**src/rtl/adi2axis_pkg.sv**
```systemverilog
// Shared definitions for the ADC-to-AXIS capture scheduler and its register bank.
package adi2axis_pkg;

    typedef enum logic [2:0] {
        IDLE      = 3'd0,
        WAIT_TRIG = 3'd1,
        CAPTURE   = 3'd2,
        GAP       = 3'd3,
        DONE      = 3'd4
    } state_e;

    localparam logic MODE_IMM  = 1'b0;
    localparam logic MODE_TRIG = 1'b1;

    // Bit positions inside the 32-bit status word.
    localparam int STAT_BUSY    = 0;
    localparam int STAT_DONE    = 1;
    localparam int STAT_ABORTED = 2;
    localparam int STAT_ERR_OVF = 3;
    localparam int STAT_ERR_CFG = 4;

    function automatic logic is_busy_state(input state_e st);
        return (st == WAIT_TRIG) || (st == CAPTURE) || (st == GAP);
    endfunction

endpackage

```
**src/rtl/adi2axis_capture_sched_if.sv**
```systemverilog
// Control/status bundle between the register bank, the converter and the scheduler.
interface adi2axis_capture_sched_if #(
    parameter int BEAT_W  = 32,
    parameter int BURST_W = 16,
    parameter int GAP_W   = 16
);
    logic               cfg_start;
    logic               cfg_abort;
    logic               cfg_mode;
    logic [BEAT_W-1:0]  cfg_beats;
    logic [BURST_W-1:0] cfg_bursts;
    logic [GAP_W-1:0]   cfg_gap;
    logic               ext_trig;
    logic               beat_xfr;
    logic               ovf;
    logic               capture_en;
    logic               tlast;
    logic               busy;
    logic               done;
    logic [BURST_W-1:0] burst_cnt;
    logic [31:0]        stat;

    modport master (
        output cfg_start, cfg_abort, cfg_mode, cfg_beats, cfg_bursts, cfg_gap,
               ext_trig, beat_xfr, ovf,
        input  capture_en, tlast, busy, done, burst_cnt, stat
    );

    modport slave (
        input  cfg_start, cfg_abort, cfg_mode, cfg_beats, cfg_bursts, cfg_gap,
               ext_trig, beat_xfr, ovf,
        output capture_en, tlast, busy, done, burst_cnt, stat
    );
endinterface

```
**src/rtl/adi2axis_trig_sync.sv**
```systemverilog
// Brings the external trigger level into the clock domain and emits a one-cycle
// registered pulse on each rising edge.
module adi2axis_trig_sync (
    input  logic clk,
    input  logic rst_n,
    input  logic trig_async,
    output logic trig_rise
);
    logic sync1_r;
    logic sync2_r;
    logic sync2_d_r;
    logic rise_r;

    // Two-stage synchronizer, delayed copy and registered edge detect.
    always_ff @(posedge clk or negedge rst_n) begin
        if (!rst_n) begin
            sync1_r   <= 1'b0;
            sync2_r   <= 1'b0;
            sync2_d_r <= 1'b0;
            rise_r    <= 1'b0;
        end else begin
            sync1_r   <= trig_async;
            sync2_r   <= sync1_r;
            sync2_d_r <= sync2_r;
            rise_r    <= sync2_r & ~sync2_d_r;
        end
    end

    assign trig_rise = rise_r;
endmodule

```
**src/rtl/adi2axis_capture_sched.sv**
```systemverilog
// Capture scheduler: opens the capture window, marks the last beat of each burst and
// sequences repeated bursts with optional per-burst trigger and inter-burst gap.
module adi2axis_capture_sched
    import adi2axis_pkg::*;
#(
    parameter int BEAT_W  = 32,
    parameter int BURST_W = 16,
    parameter int GAP_W   = 16
) (
    input  logic AXIS_ACLK,
    input  logic AXIS_ARESETN,
    adi2axis_capture_sched_if.slave bus
);
    state_e             state_r;
    state_e             state_n;
    state_e             rearm_st_s;
    logic [BEAT_W-1:0]  beats_sh_r;
    logic [BEAT_W-1:0]  beat_cnt_r;
    logic [BURST_W-1:0] bursts_sh_r;
    logic [BURST_W-1:0] burst_cnt_r;
    logic [BURST_W-1:0] burst_cnt_inc_s;
    logic [GAP_W-1:0]   gap_sh_r;
    logic [GAP_W-1:0]   gap_cnt_r;
    logic               mode_sh_r;
    logic               capture_en_r;
    logic               busy_r;
    logic               done_r;
    logic               err_cfg_r;
    logic               err_ovf_r;
    logic               aborted_r;
    logic               done_sticky_r;
    logic               trig_rise_s;
    logic               tlast_s;
    logic               burst_end_s;
    logic               last_burst_s;
    logic               gap_end_s;
    logic               start_ok_s;
    logic               start_bad_s;
    logic               abort_run_s;
    logic               enter_done_s;
    logic [31:0]        stat_s;

    adi2axis_trig_sync u_trig_sync (
        .clk        (AXIS_ACLK),
        .rst_n      (AXIS_ARESETN),
        .trig_async (bus.ext_trig),
        .trig_rise  (trig_rise_s)
    );

    // Burst/gap boundary decodes derived from registered counters.
    always_comb begin
        tlast_s         = capture_en_r && (beat_cnt_r == beats_sh_r - BEAT_W'(1));
        burst_end_s     = bus.beat_xfr && tlast_s;
        burst_cnt_inc_s = burst_cnt_r + BURST_W'(1);
        last_burst_s    = (bursts_sh_r != {BURST_W{1'b0}}) && (burst_cnt_inc_s == bursts_sh_r);
        gap_end_s       = (gap_cnt_r == gap_sh_r - GAP_W'(1));
        rearm_st_s      = (mode_sh_r == MODE_TRIG) ? WAIT_TRIG : CAPTURE;
    end

    // State register.
    always_ff @(posedge AXIS_ACLK or negedge AXIS_ARESETN) begin
        if (!AXIS_ARESETN) begin
            state_r <= IDLE;
        end else begin
            state_r <= state_n;
        end
    end

    // Next-state logic; abort always wins over start and over re-arming.
    always_comb begin
        state_n      = state_r;
        start_ok_s   = 1'b0;
        start_bad_s  = 1'b0;
        abort_run_s  = 1'b0;
        enter_done_s = 1'b0;
        case (state_r)
            IDLE, DONE: begin
                if (bus.cfg_abort) begin
                    state_n = IDLE;
                end else if (bus.cfg_start) begin
                    if (bus.cfg_beats != {BEAT_W{1'b0}}) begin
                        start_ok_s = 1'b1;
                        state_n    = (bus.cfg_mode == MODE_TRIG) ? WAIT_TRIG : CAPTURE;
                    end else begin
                        start_bad_s = 1'b1;
                    end
                end else begin
                    state_n = state_r;
                end
            end
            WAIT_TRIG: begin
                if (bus.cfg_abort) begin
                    abort_run_s = 1'b1;
                    state_n     = IDLE;
                end else if (trig_rise_s) begin
                    state_n = CAPTURE;
                end else begin
                    state_n = WAIT_TRIG;
                end
            end
            CAPTURE: begin
                if (bus.cfg_abort) begin
                    abort_run_s = 1'b1;
                    state_n     = IDLE;
                end else if (burst_end_s) begin
                    if (last_burst_s) begin
                        enter_done_s = 1'b1;
                        state_n      = DONE;
                    end else if (gap_sh_r != {GAP_W{1'b0}}) begin
                        state_n = GAP;
                    end else begin
                        state_n = rearm_st_s;
                    end
                end else begin
                    state_n = CAPTURE;
                end
            end
            GAP: begin
                if (bus.cfg_abort) begin
                    abort_run_s = 1'b1;
                    state_n     = IDLE;
                end else if (gap_end_s) begin
                    state_n = rearm_st_s;
                end else begin
                    state_n = GAP;
                end
            end
            default: begin
                state_n = IDLE;
            end
        endcase
    end

    // Shadow configuration, frozen for the whole run.
    always_ff @(posedge AXIS_ACLK or negedge AXIS_ARESETN) begin
        if (!AXIS_ARESETN) begin
            beats_sh_r  <= {BEAT_W{1'b0}};
            bursts_sh_r <= {BURST_W{1'b0}};
            gap_sh_r    <= {GAP_W{1'b0}};
            mode_sh_r   <= 1'b0;
        end else if (start_ok_s) begin
            beats_sh_r  <= bus.cfg_beats;
            bursts_sh_r <= bus.cfg_bursts;
            gap_sh_r    <= bus.cfg_gap;
            mode_sh_r   <= bus.cfg_mode;
        end
    end

    // Beat, burst and gap counters. A burst-end beat completes even under abort.
    always_ff @(posedge AXIS_ACLK or negedge AXIS_ARESETN) begin
        if (!AXIS_ARESETN) begin
            beat_cnt_r  <= {BEAT_W{1'b0}};
            burst_cnt_r <= {BURST_W{1'b0}};
            gap_cnt_r   <= {GAP_W{1'b0}};
        end else begin
            if (start_ok_s) begin
                beat_cnt_r  <= {BEAT_W{1'b0}};
                burst_cnt_r <= {BURST_W{1'b0}};
            end else if (burst_end_s) begin
                beat_cnt_r  <= {BEAT_W{1'b0}};
                burst_cnt_r <= burst_cnt_inc_s;
            end else if (abort_run_s) begin
                beat_cnt_r  <= {BEAT_W{1'b0}};
            end else if (capture_en_r && bus.beat_xfr) begin
                beat_cnt_r  <= beat_cnt_r + BEAT_W'(1);
            end
            if ((state_r == GAP) && !gap_end_s) begin
                gap_cnt_r <= gap_cnt_r + GAP_W'(1);
            end else begin
                gap_cnt_r <= {GAP_W{1'b0}};
            end
        end
    end

    // Sticky status flags; a legal start clears the run-related ones.
    always_ff @(posedge AXIS_ACLK or negedge AXIS_ARESETN) begin
        if (!AXIS_ARESETN) begin
            err_cfg_r     <= 1'b0;
            err_ovf_r     <= 1'b0;
            aborted_r     <= 1'b0;
            done_sticky_r <= 1'b0;
        end else if (start_ok_s) begin
            err_cfg_r     <= 1'b0;
            err_ovf_r     <= 1'b0;
            aborted_r     <= 1'b0;
            done_sticky_r <= 1'b0;
        end else begin
            err_cfg_r     <= err_cfg_r | start_bad_s;
            err_ovf_r     <= err_ovf_r | (bus.ovf & capture_en_r);
            aborted_r     <= aborted_r | abort_run_s;
            done_sticky_r <= done_sticky_r | enter_done_s;
        end
    end

    // Registered outputs decoded from the next state.
    always_ff @(posedge AXIS_ACLK or negedge AXIS_ARESETN) begin
        if (!AXIS_ARESETN) begin
            capture_en_r <= 1'b0;
            busy_r       <= 1'b0;
            done_r       <= 1'b0;
        end else begin
            capture_en_r <= (state_n == CAPTURE);
            busy_r       <= is_busy_state(state_n);
            done_r       <= enter_done_s;
        end
    end

    // Status word assembly.
    always_comb begin
        stat_s               = 32'h0000_0000;
        stat_s[STAT_BUSY]    = busy_r;
        stat_s[STAT_DONE]    = done_sticky_r;
        stat_s[STAT_ABORTED] = aborted_r;
        stat_s[STAT_ERR_OVF] = err_ovf_r;
        stat_s[STAT_ERR_CFG] = err_cfg_r;
    end

    assign bus.capture_en = capture_en_r;
    assign bus.tlast      = tlast_s;
    assign bus.busy       = busy_r;
    assign bus.done       = done_r;
    assign bus.burst_cnt  = burst_cnt_r;
    assign bus.stat       = stat_s;
endmodule

```
**src/flat_wrapper.sv**
```systemverilog
// flat-port wrapper written by rule: the top's interface ports become plain ports
module adi2axis_capture_sched_flat import adi2axis_pkg::*;
#(
    parameter int BEAT_W  = 32,
    parameter int BURST_W = 16,
    parameter int GAP_W   = 16
)
  (AXIS_ACLK, AXIS_ARESETN, bus_cfg_start, bus_cfg_abort, bus_cfg_mode, bus_cfg_beats, bus_cfg_bursts, bus_cfg_gap, bus_ext_trig, bus_beat_xfr, bus_ovf, bus_capture_en, bus_tlast, bus_busy, bus_done, bus_burst_cnt, bus_stat);
  adi2axis_capture_sched_if #(.BEAT_W(BEAT_W), .BURST_W(BURST_W), .GAP_W(GAP_W)) bus_i ();
  input  logic AXIS_ACLK;
  input  logic AXIS_ARESETN;
  input wire logic [$bits(bus_i.cfg_start)-1:0] bus_cfg_start;
  input wire logic [$bits(bus_i.cfg_abort)-1:0] bus_cfg_abort;
  input wire logic [$bits(bus_i.cfg_mode)-1:0] bus_cfg_mode;
  input wire logic [$bits(bus_i.cfg_beats)-1:0] bus_cfg_beats;
  input wire logic [$bits(bus_i.cfg_bursts)-1:0] bus_cfg_bursts;
  input wire logic [$bits(bus_i.cfg_gap)-1:0] bus_cfg_gap;
  input wire logic [$bits(bus_i.ext_trig)-1:0] bus_ext_trig;
  input wire logic [$bits(bus_i.beat_xfr)-1:0] bus_beat_xfr;
  input wire logic [$bits(bus_i.ovf)-1:0] bus_ovf;
  output wire logic [$bits(bus_i.capture_en)-1:0] bus_capture_en;
  output wire logic [$bits(bus_i.tlast)-1:0] bus_tlast;
  output wire logic [$bits(bus_i.busy)-1:0] bus_busy;
  output wire logic [$bits(bus_i.done)-1:0] bus_done;
  output wire logic [$bits(bus_i.burst_cnt)-1:0] bus_burst_cnt;
  output wire logic [$bits(bus_i.stat)-1:0] bus_stat;
  assign bus_i.cfg_start = bus_cfg_start;
  assign bus_i.cfg_abort = bus_cfg_abort;
  assign bus_i.cfg_mode = bus_cfg_mode;
  assign bus_i.cfg_beats = bus_cfg_beats;
  assign bus_i.cfg_bursts = bus_cfg_bursts;
  assign bus_i.cfg_gap = bus_cfg_gap;
  assign bus_i.ext_trig = bus_ext_trig;
  assign bus_i.beat_xfr = bus_beat_xfr;
  assign bus_i.ovf = bus_ovf;
  assign bus_capture_en = bus_i.capture_en;
  assign bus_tlast = bus_i.tlast;
  assign bus_busy = bus_i.busy;
  assign bus_done = bus_i.done;
  assign bus_burst_cnt = bus_i.burst_cnt;
  assign bus_stat = bus_i.stat;
  adi2axis_capture_sched #(.BEAT_W(BEAT_W), .BURST_W(BURST_W), .GAP_W(GAP_W)) u_core (.AXIS_ACLK(AXIS_ACLK), .AXIS_ARESETN(AXIS_ARESETN), .bus(bus_i));
endmodule
```
**config.mk**
```make
export PLATFORM = sky130hd
export DESIGN_NAME = adi2axis_capture_sched_flat
export DESIGN_NICKNAME = d
export VERILOG_FILES = /design/src/rtl/adi2axis_pkg.sv /design/src/rtl/adi2axis_capture_sched_if.sv /design/src/rtl/adi2axis_trig_sync.sv /design/src/rtl/adi2axis_capture_sched.sv /design/src/flat_wrapper.sv
export SDC_FILE = /design/constraint.sdc
export NUM_CORES = 1
export LEC_CHECK = 0
export BUFFER_PORTS_ARGS = -buffer_cell sky130_fd_sc_hd__buf_2
export CORE_MARGIN = 2
export CORE_UTILIZATION = 63
export CTS_BUF_LIST = sky130_fd_sc_hd__clkbuf_16
export CTS_CLUSTER_SIZE = 28
export DETAILED_ROUTE_END_ITERATION = 7
export MAX_ROUTING_LAYER = met4
export PLACE_DENSITY = 0.95
export SYNTH_ARGS = -nofsm -noshare
export SYNTH_HDL_FRONTEND = slang
export SYNTH_HIERARCHICAL = 1
export SYNTH_SLANG_ARGS = --single-unit
```
**constraint.sdc**
```tcl
create_clock -name AXIS_ACLK -period 6 [get_ports AXIS_ACLK]
set_input_delay 1.2 -clock AXIS_ACLK [delete_from_list [all_inputs] [get_ports AXIS_ACLK]]
set_output_delay 1.2 -clock AXIS_ACLK [all_outputs]
set_load 0.03 [all_outputs]
```
==> results of run 1 <==
==> kinds of logic (layout without fill, tap and decap cells) <==
| logic type | after synthesis | after routing | share of synthesized area, % |
|---|---|---|---|
| AO/OA/AOI/OAI | 120 | 120 | 8.98 |
| XOR/XNOR | 120 | 120 | 11.9 |
| adder cells (fa/ha/maj) | 6 | 6 | 0.843 |
| buffers and inverters | 92 | 148 | 5.34 |
| flip-flops | 143 | 143 | 40.2 |
| multiplexers | 39 | 39 | 4.86 |
| other | 1 | 27 | 0.0421 |
| AND/OR/NAND/NOR | 480 | 480 | 27.9 |
==> layer usage <==
| metal | vias up | global-route usage, % |
|---|---|---|
| met5 | - | - |
| met4 | 0 | 14.7 |
| met3 | 77 | 5.72 |
| met2 | 366 | 51.5 |
| met1 | 3836 | 39.0 |
| li1 | 3625 | - |
==> synthesized netlist by cell type, types with 4 or more instances <==
cell type  number  area, µm²
o31ai_1         5       37.5
xnor2_1        61        534
nand2b_1        9       56.3
mux2i_1         5       50.1
nor4_1         30        188
inv_1          18       67.6
dfrtp_1       143       3580
ha_1            6       75.1
nor2_1         95        357
a311o_1         4       40.0
nand4b_1        5       43.8
and2_1          9       56.3
a211oi_1        5       37.5
o2111ai_1       4       35.0
clkbuf_1       37        139
mux2_2         34        383
nor3b_1         7       52.6
o211ai_1        8       60.1
o21ai_0        28        140
nand4_1        30        188
or2_2           4       25.0
nand2_1       137        514
xor2_1         58        508
and3_1         21        131
and4_1          7       61.3
nor3_1         19       95.1
buf_4          32        240
nor2b_1         7       43.8
nor4_2          5       62.6
o21a_1          5       37.5
or3_1          17        106
a31oi_1         6       37.5
or4_1          13       97.6
a21oi_1        29        145
nand3_1        47        235
nand3b_1        5       37.5
==> worst max-delay path: stages (launching register included) <==
cell and delay (ps):
dfrtp_1 430, inv_1 80, ha_1 190, nor3b_1 540, nand3_1 360, or4_1 570, a22o_1 200, nor4_2 170
and3_1 270, and3_1 240, buf_2 220
==> flip-flops by register name, summed over array words and instances, names as in the netlist, 3 cells and up <==
register              cells
u_core/bus.burst_cnt     16
u_core/gap_cnt_r         16
u_core/gap_sh_r          16
u_core/state_r            3
u_core/beat_cnt_r        32
u_core/beats_sh_r        32
u_core/bursts_sh_r       16
==> cell type report <==
cell class / count / area (µm²) / share of cell area [%]
multi-input combinational: 792 / 4960 / 49.7
sequential: 143 / 3580 / 35.9
timing repair buffer: 99 / 509 / 5.10
clock buffer: 17 / 425 / 4.26
tap: 180 / 225 / 2.26
clock inverter: 14 / 216 / 2.17
inverter: 18 / 67.6 / 0.677
==> metrics by stage <==
stage | hold slack, ps | power [mW]
6_report | 359 | 4.20
5_1_grt | 381 | 4.41
4_1_cts | 360 | 4.16
3_5_place_dp | 347 | 2.97
3_3_place_gp | 339 | 2.90
2_1_floorplan | 331 | 2.60
==> final timing paths <==
| check | end | slack, ps | depth (start not counted) |
|---|---|---|---|
| worst min register to register | u_core/u_trig_sync/sync2_r$_DFF_PN0_ | 360 | 0 |
| worst max-delay path | bus_tlast | 1080 | 10 |
| min in group asynchronous | u_core/beat_cnt_r[31]$_DFFE_PN0P_ | 820 | 1 |
| max in group asynchronous | u_core/beat_cnt_r[7]$_DFFE_PN0P_ | 3970 | 2 |
| worst max register to register | u_core/bus.burst_cnt[9]$_DFFE_PN0P_ | 1410 | 11 |
| worst min-delay path | u_core/u_trig_sync/sync2_r$_DFF_PN0_ | 360 | 0 |
==> power breakdown <==
| part | switching (mW) | internal, mW | total, mW |
|---|---|---|---|
| Clock | 0.433 | 0.736 | 1.17 |
| Combinational | 0.808 | 0.602 | 1.41 |
| Sequential | 0.412 | 1.21 | 1.62 |
| Total | 1.65 | 2.55 | 4.20 |
==> summary.md, run 1 <==
| Metric | Value |
|---|---|
| Area Growth Syn to Fin | 12.1% |
| Critical path fanouts, max | 7 |
| Max-slew headroom | 17.7% |
| Maximum VDD drop | 0.329 mV |
| Final instance area | 9980 µm² |
| Max Buffers Root-to-Sink | 2 |
| Commonest non-fill, non-tap cell in the layout | dfrtp_1 |
| Die area | 15,100 µm² |
| Wire length of the first global-routing pass | 36,300 µm |
| GRT Residual Overflow | 0 |
| Std cell rows | 43 |
| Leakage | 4.37 nW |
| Register area share after synthesis | 40.2% |
| Root Driver | clkbuf_16 |
| Final setup viols | 0 |
| Reg-to-reg startpoint | u_core/beats_sh_r[0]$_DFFE_PN0P_ |
| Detailed Place HPWL | 15,700 µm |
| Synth Register Bits | 143 |
| # DRC | 0 |
| Die width | 123 µm |
| Required time worst endpoint | 4800 ps |
| Synth Cell Area | 8910 µm² |
| Filler Cell Count | 960 |
| Critical path origin | u_core/beats_sh_r[0]$_DFFE_PN0P_ |
| Syn Area/Cell | 8.90 µm² |
| Post-DRT Antenna Nets | 0 |
| Final WL | 22,800 µm |
| Util after Layout | 72.2% |
| Clock Skew | 9.93 ps |
| Post-layout min period | 4920 ps |
| Pin count of the biggest net entering global routing | 89 |
| CTS clk-pin slew, worst paths | 70 ps |
| Hold Crit Start | u_core/u_trig_sync/sync1_r$_DFF_PN0_ |
| Placed standard-cell area | 9340 µm² |
| Non-Filler Instances | 1,263 |
| Worst path arrival time | 3720 ps |
| GRT Util Overall | 31.8% |
| Routed length on met2 | 11,400 µm |
| Fmax achieved | 203 MHz |
| Clk_lat worst skew | 440 ps |
| I/O Buffers | 96 |
| Outcome | completed |
| CP Launch Type | register |
| Core ar. | 13,800 µm² |
| Antenna violations before repair | 0 |
| Cts repair resizes | 0 |
| First drt pass iteration count | 6 |
| Setup Crit Path Kind | reg2out |
| Power Dens Cells | 421 nW/µm² |
| TritonCTS Buffers | 17 |
| Setup slack after layout | 1080 ps |
| Starting Density | 64.4% |
| # IOs | 124 |
| Inst Count DP | 1,232 |
| DRT iter0 DRCs | 907 |
| RSZ-0062 raised after global routing | no |
| EDFF count, synth | 0 |
| Yosys warnings | 6 |
| Highest routed layer | met4 |
| FFs w/ async S/R, synth | 100% |
| Vias per cell | 6.26 |
| Sum Neg Setup Slack | 0 ps |
| Nets | 1,149 |
| Final clock period utilization by the worst path | 82.0% |
| CTS sink count | 143 |
| Commonest non-fill, non-tap cells in the layout | dfrtp_1, nand2_1, buf_2, nor2_1, xnor2_1 |
| Met3 wire len | 1430 µm |
| Ant. Diodes | 0 |
| GPL Wtd Cong | 0.943 |
| Worst slew pin tran | 1230 ps |
| Mapped Cells | 1,001 |
| CTS tree | yes |
| WL/cell | 18.1 µm |
| Worst hold path class | reg2reg |
| Top FF cell, synth | dfrtp_1 |
| Hold Violations, Final | 0 |
| Die Span Y | 123 µm |
| Final Slew Violations | 0 |
| Max_cap viols | 0 |
| CTS HTree Levels | 4 |
| Vias | 7,904 |
| Cts hold-fix bufs | 0 |
| Number of setup buffers added after CTS | 0 |
| Vias in the first global route | 7,479 |
| Worst slack at placement | 1610 ps |
| Layout cells sized above 1 | 17.2% |
| CP endpoint kind | output pin |
| Synth cell types | 69 |
| WL met1 | 9260 µm |
Note: power is estimated with default switching activity, not from simulation.
==> run 2: changes to the inputs <==
Settings changed: ABC_AREA set to 1, CORE_UTILIZATION 63 to 54, PLACE_DENSITY 0.95 to 0.89.
Clock period 6 ns to 4.33 ns, I/O delays scaled along.
==> summary.md, run 2 <==
| Metric | Value |
|---|---|
| Hold Path Cell Cnt | 0 |
| Root Driver | clkbuf_16 |
| Max-slew headroom | 44.8% |
| Die area | 20,000 µm² |
| CP dominant cell by count | nand2_1 |
| GRT Residual Overflow | 0 |
| Critical-path top delay cell | nor2_2 |
| Layout cells sized above 1 | 11.6% |
| WL/cell | 14.9 µm |
| Most frequent cell after synthesis | nand2_1 |
| Synth Register Bits | 143 |
| Critical path fanouts, max | 11 |
| First drt pass iteration count | 5 |
| Hold Violations, Final | 0 |
| GRT Util Overall | 29.1% |
| Total Power | 4.91 mW |
| Synth cell types | 42 |
| Core ar. | 18,600 µm² |
| Post-DRT Antenna Nets | 0 |
| Part of the power in registers | 37.4% |
| Int Pwr | 2.87 mW |
| Worst slew pin tran | 827 ps |
| Clk pwr share | 29.0% |
| Die width | 141 µm |
| Synth Cell Area | 10,200 µm² |
| Final Slew Violations | 0 |
| CTS HTree Levels | 4 |
| Multi-input logic area | 5520 µm² |
| Sum Neg Setup Slack | 0 ps |
| Area contributors post-synth | dfrtp_1, nand2_1, nor2_1, inv_1, nand3_1 |
| Fmax achieved | 253 MHz |
| Pin count of the biggest net entering global routing | 91 |
| TritonCTS Buffers | 17 |
| Share of total power in combinational logic | 33.5% |
| CP max stage delay | 470 ps |
| DRT iter0 DRCs | 897 |
| P_sw | 2.04 mW |
| Critical path origin | u_core/beats_sh_r[0]$_DFFE_PN0P_ |
| CP Launch Type | register |
| Register area share after synthesis | 35.1% |
| Cts repair resizes | 0 |
| Required time worst endpoint | 3460 ps |
| RSZ-0062 raised after global routing | no |
| Yosys warnings | 6 |
| FFs w/ async S/R, synth | 100% |
| Vias | 9,920 |
| Outcome | completed |
| Worst hold path class | reg2reg |
| Share of the synthesized area in the top cell type | 35.1% |
| Final WL | 27,500 µm |
| Hold path endpoint | u_core/u_trig_sync/sync2_r$_DFF_PN0_ |
| Regs by FF count | u_core/beat_cnt_r (32), u_core/beats_sh_r (32) |
| Power Dens Cells | 437 nW/µm² |
| R2R Path End | u_core/beat_cnt_r[0]$_DFFE_PN0P_ |
| Max Buffers Root-to-Sink | 2 |
| # IOs | 124 |
| CTS tree | yes |
| Commonest non-fill, non-tap cells in the layout | nand2_1, nor2_1, inv_1, dfrtp_1, nand3_1 |
| Crit path cell chain | inv_1 > ha_1 > nand2_2 > nor2_2 > nand2_4 > nor2_2 > nand2_1 > nand2_1 > nand2_1 > nor2_1 > nand2_1 > nor4_1 > buf_4 > buf_2 |
| Commonest non-fill, non-tap cell in the layout | nand2_1 |
| EDFF count, synth | 0 |
| Vias in the first global route | 9,322 |
| Reg2Reg Setup Slack | 1010 ps |
| GPL Wtd Cong | 1.01 |
| Mapped Cells | 1,525 |
| Syn Area/Cell | 6.68 µm² |
| Max_cap viols | 0 |
| Area Growth Syn to Fin | 10.3% |
| Leakage | 5.73 nW |
| CTS clk-pin slew, worst paths | 70 ps |
| Clk_lat worst skew | 430 ps |
| Final clock period utilization by the worst path | 91.1% |
| Die Span Y | 141 µm |
| Std cell rows | 50 |
| Maximum VDD drop | 0.372 mV |
| Final setup viols | 0 |
| Leading area contributor after synthesis | dfrtp_1 |
| I/O Buffers | 96 |
| Worst path arrival time | 3080 ps |
| # DRC | 0 |
| CTS sink count | 143 |
| R2R depth | 16 |
| CP endpoint kind | output pin |
| Nets | 1,678 |
| Cts hold-fix bufs | 0 |
| Seq. cell area | 3580 µm² |
| Detailed Place HPWL | 20,700 µm |
| Antenna violations before repair | 1 |
| Filler Cell Count | 1,730 |
| Vias per cell | 5.37 |
| Top FF cell, synth | dfrtp_1 |
| Post-layout min period | 3950 ps |
| Setup Crit Path Kind | reg2out |
| Wire length of the first global-routing pass | 45,300 µm |
| Number of setup buffers added after CTS | 0 |
| Worst slack at placement | 906 ps |
| Sw frac | 41.6% |
| Setup slack after layout | 384 ps |
| Clock Skew | 13.9 ps |
| Hold Crit Start | u_core/u_trig_sync/sync1_r$_DFF_PN0_ |
| Reg-to-reg startpoint | u_core/beats_sh_r[0]$_DFFE_PN0P_ |
| Starting Density | 54.8% |
| Post-synth top cells | nand2_1, nor2_1, inv_1 |
## run 2: cell count changes after synthesis, sizes merged, moves of 29 or more
cell   previous run  this run
nor4             35         6
nand2           137       458
xnor2            62        29
nand3            47       137
o21ai            30        85
nor2             95       231
inv              18       195
mux2             34         0
## run 2: power by group through the flow
stage                     logic (mW)  registers, mW  clock network [mW]
final                           1.65           1.84                1.42
after global routing            1.87           1.87                1.51
after detailed placement        1.62           1.85                   0
after floorplan                 1.22           1.82                   0
after global placement          1.58           1.85                   0
after CTS                       1.63           1.83                1.45
## run 2: worst max-delay path by stage
stage / to / slack (ps) / cells after the start
floorplan: bus_tlast / 890 / 13
global placement: bus_tlast / 930 / 14
detailed placement: bus_tlast / 910 / 14
CTS: bus_tlast / 400 / 14
global route: bus_tlast / 40 / 14
finish: bus_tlast / 380 / 14
## run 2: kinds of logic after synthesis
| family | after synthesis | share of synthesized area, % |
|---|---|---|
| xor gates and xnor gates | 74 | 6.36 |
| other | 1 | 0.0368 |
| and+or+nand+nor | 917 | 39.9 |
| AOI/OAI and AO/OA | 114 | 6.03 |
| DFF | 143 | 35.1 |
| buffers and inverters | 270 | 11.8 |
| adders and majority gates | 6 | 0.737 |
## run 2: metal layers
| layer | global-route usage, % | wire, µm | share of wire (%) |
|---|---|---|---|
| met1 | 37.4 | 12000 | 44 |
| met2 | 47.5 | 13200 | 48 |
| met3 | 4.39 | 1700 | 6.2 |
| met4 | 9.74 | 618 | 2.2 |
| met5 | - | 0 | 0 |
## run 2: final cells by class
class,count,area share (%)
diodes,1,0.0223
clock buffers,17,3.79
clock inverters,14,1.17
inverters,196,6.57
multi-input cells,1138,49.1
flip-flops and latches,143,31.9
well taps,234,2.61
repair buffers,104,4.87
## run 2: critical path: cells and delay by family (launching register included)
| family | cells | cell delay (ps) |
|---|---|---|
| simple gates | 10 | 1490 |
| buf+inv | 3 | 500 |
| flops | 1 | 410 |
| fa+ha+maj | 1 | 240 |
## run 2: per-stage QoR
stage,hold WS (ps),util (%),instances,area [µm²]
after floorplan,331,-,1551,10300
after global placement,343,57.4,1815,10700
after detailed placement,336,57.4,1815,10700
after CTS,363,60.4,1846,11200
after global routing,379,60.5,1847,11200
final,357,60.5,1847,11200
